$ cat config.mk
export PLATFORM = sky130hd
export DESIGN_NAME = cic_comp_fir_flat
export DESIGN_NICKNAME = d
export VERILOG_FILES = /design/src/rtl/cic_comp_fir_if.sv /design/src/rtl/cic_comp_fir.sv /design/src/flat_wrapper.sv
export SDC_FILE = /design/constraint.sdc
export NUM_CORES = 2
export LEC_CHECK = 0
export ABC_CLOCK_PERIOD_IN_PS = 29200
export CAP_MARGIN = 20
export CORE_MARGIN = 2
export CORE_UTILIZATION = 35
export CTS_CLUSTER_DIAMETER = 80
export DETAILED_ROUTE_END_ITERATION = 8
export SYNTH_ARGS = -nofsm -noshare
export SYNTH_HDL_FRONTEND = slang
export SYNTH_SLANG_ARGS = --single-unit
$ cat constraint.sdc
create_clock -name clk50 -period 29.2 [get_ports clk50]
set_input_delay 4.38 -clock clk50 [delete_from_list [all_inputs] [get_ports clk50]]
set_output_delay 4.38 -clock clk50 [all_outputs]
set_load 0.01 [all_outputs]
$ cat src/rtl/cic_comp_fir_if.sv
// Sample stream between the CIC decimator, the droop-compensation FIR and the
// next baseband stage. The source drives master and the filter takes slave.
interface cic_comp_fir_if #(
  parameter int DATA_W = 32,
  parameter int OUT_W  = 16
);
  logic signed [DATA_W-1:0] din;
  logic                     din_val;
  logic signed [OUT_W-1:0]  dout;
  logic                     dout_val;
  logic                     busy;
  logic                     sat;
  logic                     ovf;

  modport master (
    output din, din_val,
    input  dout, dout_val, busy, sat, ovf
  );

  modport slave (
    input  din, din_val,
    output dout, dout_val, busy, sat, ovf
  );
endinterface

$ cat src/rtl/cic_comp_fir.sv
// 7-tap symmetric CIC droop-compensation FIR at the decimated rate, sharing one
// multiplier over four cycles per sample, with round-half-up and saturation to OUT_W.
module cic_comp_fir #(
  parameter int DATA_W = 32,
  parameter int OUT_W  = 16,
  parameter int COEF_W = 16,
  parameter int SHIFT  = 22,
  parameter int C0     = -128,
  parameter int C1     = 512,
  parameter int C2     = -2048,
  parameter int C3     = 19712
) (
  input  logic           clk50,
  input  logic           rst,
  cic_comp_fir_if.slave  bus
);

  localparam int ACC_W = DATA_W + COEF_W + 3;
  localparam int PRE_W = DATA_W + 1;

  localparam logic signed [ACC_W-1:0] HALF = ACC_W'(1) <<< (SHIFT - 1);
  localparam logic signed [ACC_W-1:0] YMAX = (ACC_W'(1) <<< (OUT_W - 1)) - ACC_W'(1);
  localparam logic signed [ACC_W-1:0] YMIN = -(ACC_W'(1) <<< (OUT_W - 1));

  typedef enum logic {IDLE, MAC} state_t;

  state_t                   state, state_nxt;
  logic [1:0]               k;
  logic signed [DATA_W-1:0] x [7];
  logic signed [ACC_W-1:0]  acc;
  logic signed [PRE_W-1:0]  pre;
  logic signed [COEF_W-1:0] coef;
  logic signed [ACC_W-1:0]  prod;
  logic signed [ACC_W-1:0]  acc_sum;
  logic [OUT_W:0]           conv;

  logic signed [OUT_W-1:0]  dout_r;
  logic                     dout_val_r;
  logic                     sat_r;
  logic                     ovf_r;

  function automatic logic signed [PRE_W-1:0] sx(input logic signed [DATA_W-1:0] v);
    return PRE_W'(v);
  endfunction

  function automatic logic signed [ACC_W-1:0] round_shift(input logic signed [ACC_W-1:0] v);
    return (v + HALF) >>> SHIFT;
  endfunction

  // Returns {clipped, value}.
  function automatic logic [OUT_W:0] saturate(input logic signed [ACC_W-1:0] v);
    if (v > YMAX) return {1'b1, YMAX[OUT_W-1:0]};
    if (v < YMIN) return {1'b1, YMIN[OUT_W-1:0]};
    return {1'b0, v[OUT_W-1:0]};
  endfunction

  // Tap pair selection: symmetric taps are pre-added so one multiply covers two taps.
  always_comb begin
    pre  = sx(x[3]);
    coef = COEF_W'(C3);
    case (k)
      2'd0: begin pre = sx(x[0]) + sx(x[6]); coef = COEF_W'(C0); end
      2'd1: begin pre = sx(x[1]) + sx(x[5]); coef = COEF_W'(C1); end
      2'd2: begin pre = sx(x[2]) + sx(x[4]); coef = COEF_W'(C2); end
      default: ;
    endcase
    prod    = ACC_W'(pre) * ACC_W'(coef);
    acc_sum = acc + prod;
    conv    = saturate(round_shift(acc_sum));
  end

  always_comb begin
    state_nxt = state;
    case (state)
      IDLE:    if (bus.din_val) state_nxt = MAC;
      MAC:     if (k == 2'd3)   state_nxt = IDLE;
      default: state_nxt = IDLE;
    endcase
  end

  always_ff @(posedge clk50 or posedge rst) begin
    if (rst) state <= IDLE;
    else     state <= state_nxt;
  end

  // Delay line, accumulator and output registers
  always_ff @(posedge clk50 or posedge rst) begin
    if (rst) begin
      for (int i = 0; i < 7; i++) x[i] <= '0;
      k          <= 2'd0;
      acc        <= '0;
      dout_r     <= '0;
      dout_val_r <= 1'b0;
      sat_r      <= 1'b0;
      ovf_r      <= 1'b0;
    end else begin
      dout_val_r <= 1'b0;
      sat_r      <= 1'b0;
      if (state == IDLE) begin
        if (bus.din_val) begin
          x[0] <= bus.din;
          for (int i = 1; i < 7; i++) x[i] <= x[i-1];
          acc <= '0;
          k   <= 2'd0;
        end
      end else begin
        if (bus.din_val) ovf_r <= 1'b1;
        k <= k + 2'd1;
        if (k == 2'd3) begin
          dout_r     <= conv[OUT_W-1:0];
          sat_r      <= conv[OUT_W];
          dout_val_r <= 1'b1;
        end else begin
          acc <= acc_sum;
        end
      end
    end
  end

  assign bus.dout     = dout_r;
  assign bus.dout_val = dout_val_r;
  assign bus.sat      = sat_r;
  assign bus.ovf      = ovf_r;
  assign bus.busy     = (state == MAC);

endmodule

$ cat src/flat_wrapper.sv
// flat-port wrapper written by rule: the top's interface ports become plain ports
module cic_comp_fir_flat 
#(
  parameter int DATA_W = 32,
  parameter int OUT_W  = 16,
  parameter int COEF_W = 16,
  parameter int SHIFT  = 22,
  parameter int C0     = -128,
  parameter int C1     = 512,
  parameter int C2     = -2048,
  parameter int C3     = 19712
)
  (clk50, rst, bus_din, bus_din_val, bus_dout, bus_dout_val, bus_busy, bus_sat, bus_ovf);
  cic_comp_fir_if #(.DATA_W(DATA_W), .OUT_W(OUT_W)) bus_i ();
  input  logic clk50;
  input  logic rst;
  input wire logic [$bits(bus_i.din)-1:0] bus_din;
  input wire logic [$bits(bus_i.din_val)-1:0] bus_din_val;
  output wire logic [$bits(bus_i.dout)-1:0] bus_dout;
  output wire logic [$bits(bus_i.dout_val)-1:0] bus_dout_val;
  output wire logic [$bits(bus_i.busy)-1:0] bus_busy;
  output wire logic [$bits(bus_i.sat)-1:0] bus_sat;
  output wire logic [$bits(bus_i.ovf)-1:0] bus_ovf;
  assign bus_i.din = bus_din;
  assign bus_i.din_val = bus_din_val;
  assign bus_dout = bus_i.dout;
  assign bus_dout_val = bus_i.dout_val;
  assign bus_busy = bus_i.busy;
  assign bus_sat = bus_i.sat;
  assign bus_ovf = bus_i.ovf;
  cic_comp_fir #(.DATA_W(DATA_W), .OUT_W(OUT_W), .COEF_W(COEF_W), .SHIFT(SHIFT), .C0(C0), .C1(C1), .C2(C2), .C3(C3)) u_core (.clk50(clk50), .rst(rst), .bus(bus_i));
endmodule
==> metrics.txt <==
outcome finished, final reports clean; synthesized area 29700 µm²; Startpoint Class flop; largest net degree at the start of global routing 188; yosys warns 0; clock-pin slew on the worst setup and hold paths 0.06 ns; Final HPWL DP 59600 µm; GRT busiest layer met2; most frequent cell after synthesis nand2_1; hold crit path type flop to flop; number of H-tree levels 2; Yosys top cell by area dfrtp_1; Final #Nets around 4100; initial drt markers 1785; GP Congestion 0.878; vias post-DR 24400; critical path peak fanout 9; Final Skew roughly 0.014 ns; Core Box Area ~84000 µm²; hold_ws 0.473 ns; Die Footprint about 87000 µm²; Peak Freq 71.8 MHz; hold_buf cts 0; synthesized netlist cell count around 3600; clock root buffer clkbuf_16; starting density of the core 0.354; ant diodes 0; First-pass DRT Iterations 6; CTS tree built; Seq/Total Area, Yosys 0.244; RSZ-0062 raised after global routing no; post-synth cell types 100; Slew Limit Fails 0; number of routed nets with antenna violations 0; per-cell routed wire length about 16 µm; post-synthesis average cell area 8.32 µm²; Post-Route WL 77700 µm; Relative slew margins 0.315; min Tclk post-route about 14 ns; Seq cells post-synth 290; EDFF count, synth 0; chip width 295 µm; slowest stage delay, CP 0.77 ns; Layout area overhead 10.2%; Final Cycle Share 0.477; TritonCTS buffer count 38; vias per cell 5.15; worst slew pin tran 1.00 ns; routing usage on met2 0.292; row count 106; M3 GR Usage 0.0211; final setup fails 0; chip height 295 µm; worst skew pair latency 0.57 ns; Top FF cell, synth dfrtp_1; number of antenna violations at the first check in global routing 1; GRT Total Usage 0.181; met1 usage in global routing 0.260; Crit path arrival time 14.38 ns; post-CTS setup buffers 0; Fin. Hold Viols 0; Worst Setup Path Type flop to flop; # Max-Cap Violations 0; vias in the first global route 24000; share of layout cells above drive strength 1 0.0426; Post-synth ARST share 1.00; Synth area leaders dfrtp_1 (24%), fa_1 (16%), ha_1 (11%), nand2_1 (11%), inv_1 (4.5%); I/O Pins 55; Clock Sinks 290; WP data required ~30 ns; area share of the largest cell type after synthesis 0.244; clock tree buffer depth 3; DRC violations left 0; first-pass GRT wire length 128000 µm; Slowest-stage cell, CP or4b_2; post-CTS sizing 0; Synth top cells by count nand2_1 (846), inv_1 (359), dfrtp_1 (290), ha_1 (267), fa_1 (241); Final TNS setup 0 ns; crit-path most repeated cell a21oi_1; Net Count, Synth 4113; gr ovfl total 0; CP Capture Type flop; Buffers on Ports 54
-- worst max-delay path: cells and delay by family (launching register included) --
family	cells	cell delay (ns)
compound gates	28	7.09
xor+xnor	3	0.37
fa+ha+maj	9	3.47
buf+inv	4	0.48
flops	1	0.40
simple gates	8	1.97
-- per-layer routing --
layer  routed length [µm]  vias to the layer above  share of wire
met1                36600                    11900           0.47
met3                 3550                       92          0.046
li1                     -                    11900              -
met5                    0                        -              0
met2                36100                      490           0.46
met4                 1520                        0          0.020
-- layout by cell type, fill, tap and decap left out, types with 11 or more instances in the layout --
cell             synthesis  layout
a211oi_1                19      19
a21boi_0                11      11
inv_1                  359     358
nand3_1                 44      44
a211o_1                 16      16
a21oi_1                171     170
nand4_1                 24      24
nor2_1                 218     216
xor2_1                  54      54
nor2b_1                 37      36
clkdlybuf4s50_1          0      54
nor3_1                  58      58
a21o_1                  79      79
o21bai_1                22      22
fa_1                   241     241
and2_1                  26      26
o21a_1                  46      46
mux2i_1                 17      17
o211ai_1                17      17
and3_1                  16      16
nor4_1                  11      11
o21ai_0                146     146
a22o_1                  22      22
a31oi_1                 17      17
clkbuf_16                0      39
or2_2                   24      24
nand2b_1                58      57
nand2_1                846     846
buf_4                    1      23
ha_1                   267     265
xnor2_1                 93      93
or3_1                   18      18
dfrtp_1                290     290
-- through the flow --
stage	utilization	std cells	setup WS, ns	instance area [µm²]
3_3_place_gp	0.375	4662	15.26	31400
4_1_cts	0.391	4728	15.01	32700
3_5_place_dp	0.375	4662	15.03	31400
2_1_floorplan	-	3570	16.81	29700
5_1_grt	0.391	4729	14.22	32700
6_report	0.391	4729	15.27	32700
-- flip-flops by register name, indices dropped and copies added, names as in the netlist --
name and cells:
u_core.bus.sat 1, u_core.bus.dout_val 1, u_core.bus.busy 1, u_core.bus.ovf 1
u_core.k 2, u_core.acc 44, u_core.bus.dout 16, u_core.x 224
-- path summary, 6_finish.rpt --
path	cells after the start	slack, ns	endpoint	from
worst max register to register	52	15.27	u_core.bus.dout[3]	u_core.x[33]
min in group asynchronous	2	4.37	u_core.x[217]	rst
max in group asynchronous	3	23.36	u_core.bus.dout_val	rst
worst max-delay path	52	15.27	u_core.bus.dout[3]	u_core.x[33]
worst min register to register	1	0.47	u_core.bus.ovf	u_core.bus.ovf
worst min-delay path	1	0.47	u_core.bus.ovf	u_core.bus.ovf
-- final cells by class --
class / instances / area (µm²)
Inverter: 361 / 1360
Clock inverter: 16 / 269
Clock buffer: 50 / 1050
Tap cell: 1134 / 1420
Sequential cell: 290 / 7260
Timing Repair Buffer: 79 / 741
Multi-Input combinational cell: 2799 / 20600
Fill cell: 8709 / 51100
-- cell families after synthesis --
kind of cell	share of synthesized area
AOI/OAI and AO/OA	0.156
adders and majority gates	0.275
muxes	0.00763
DFF	0.244
buffers and inverters	0.0614
and+or+nand+nor	0.211
xor gates and xnor gates	0.0449
Power is not shown: default switching activity piles up to over one toggle a cycle in this logic, so the estimate is an artifact.
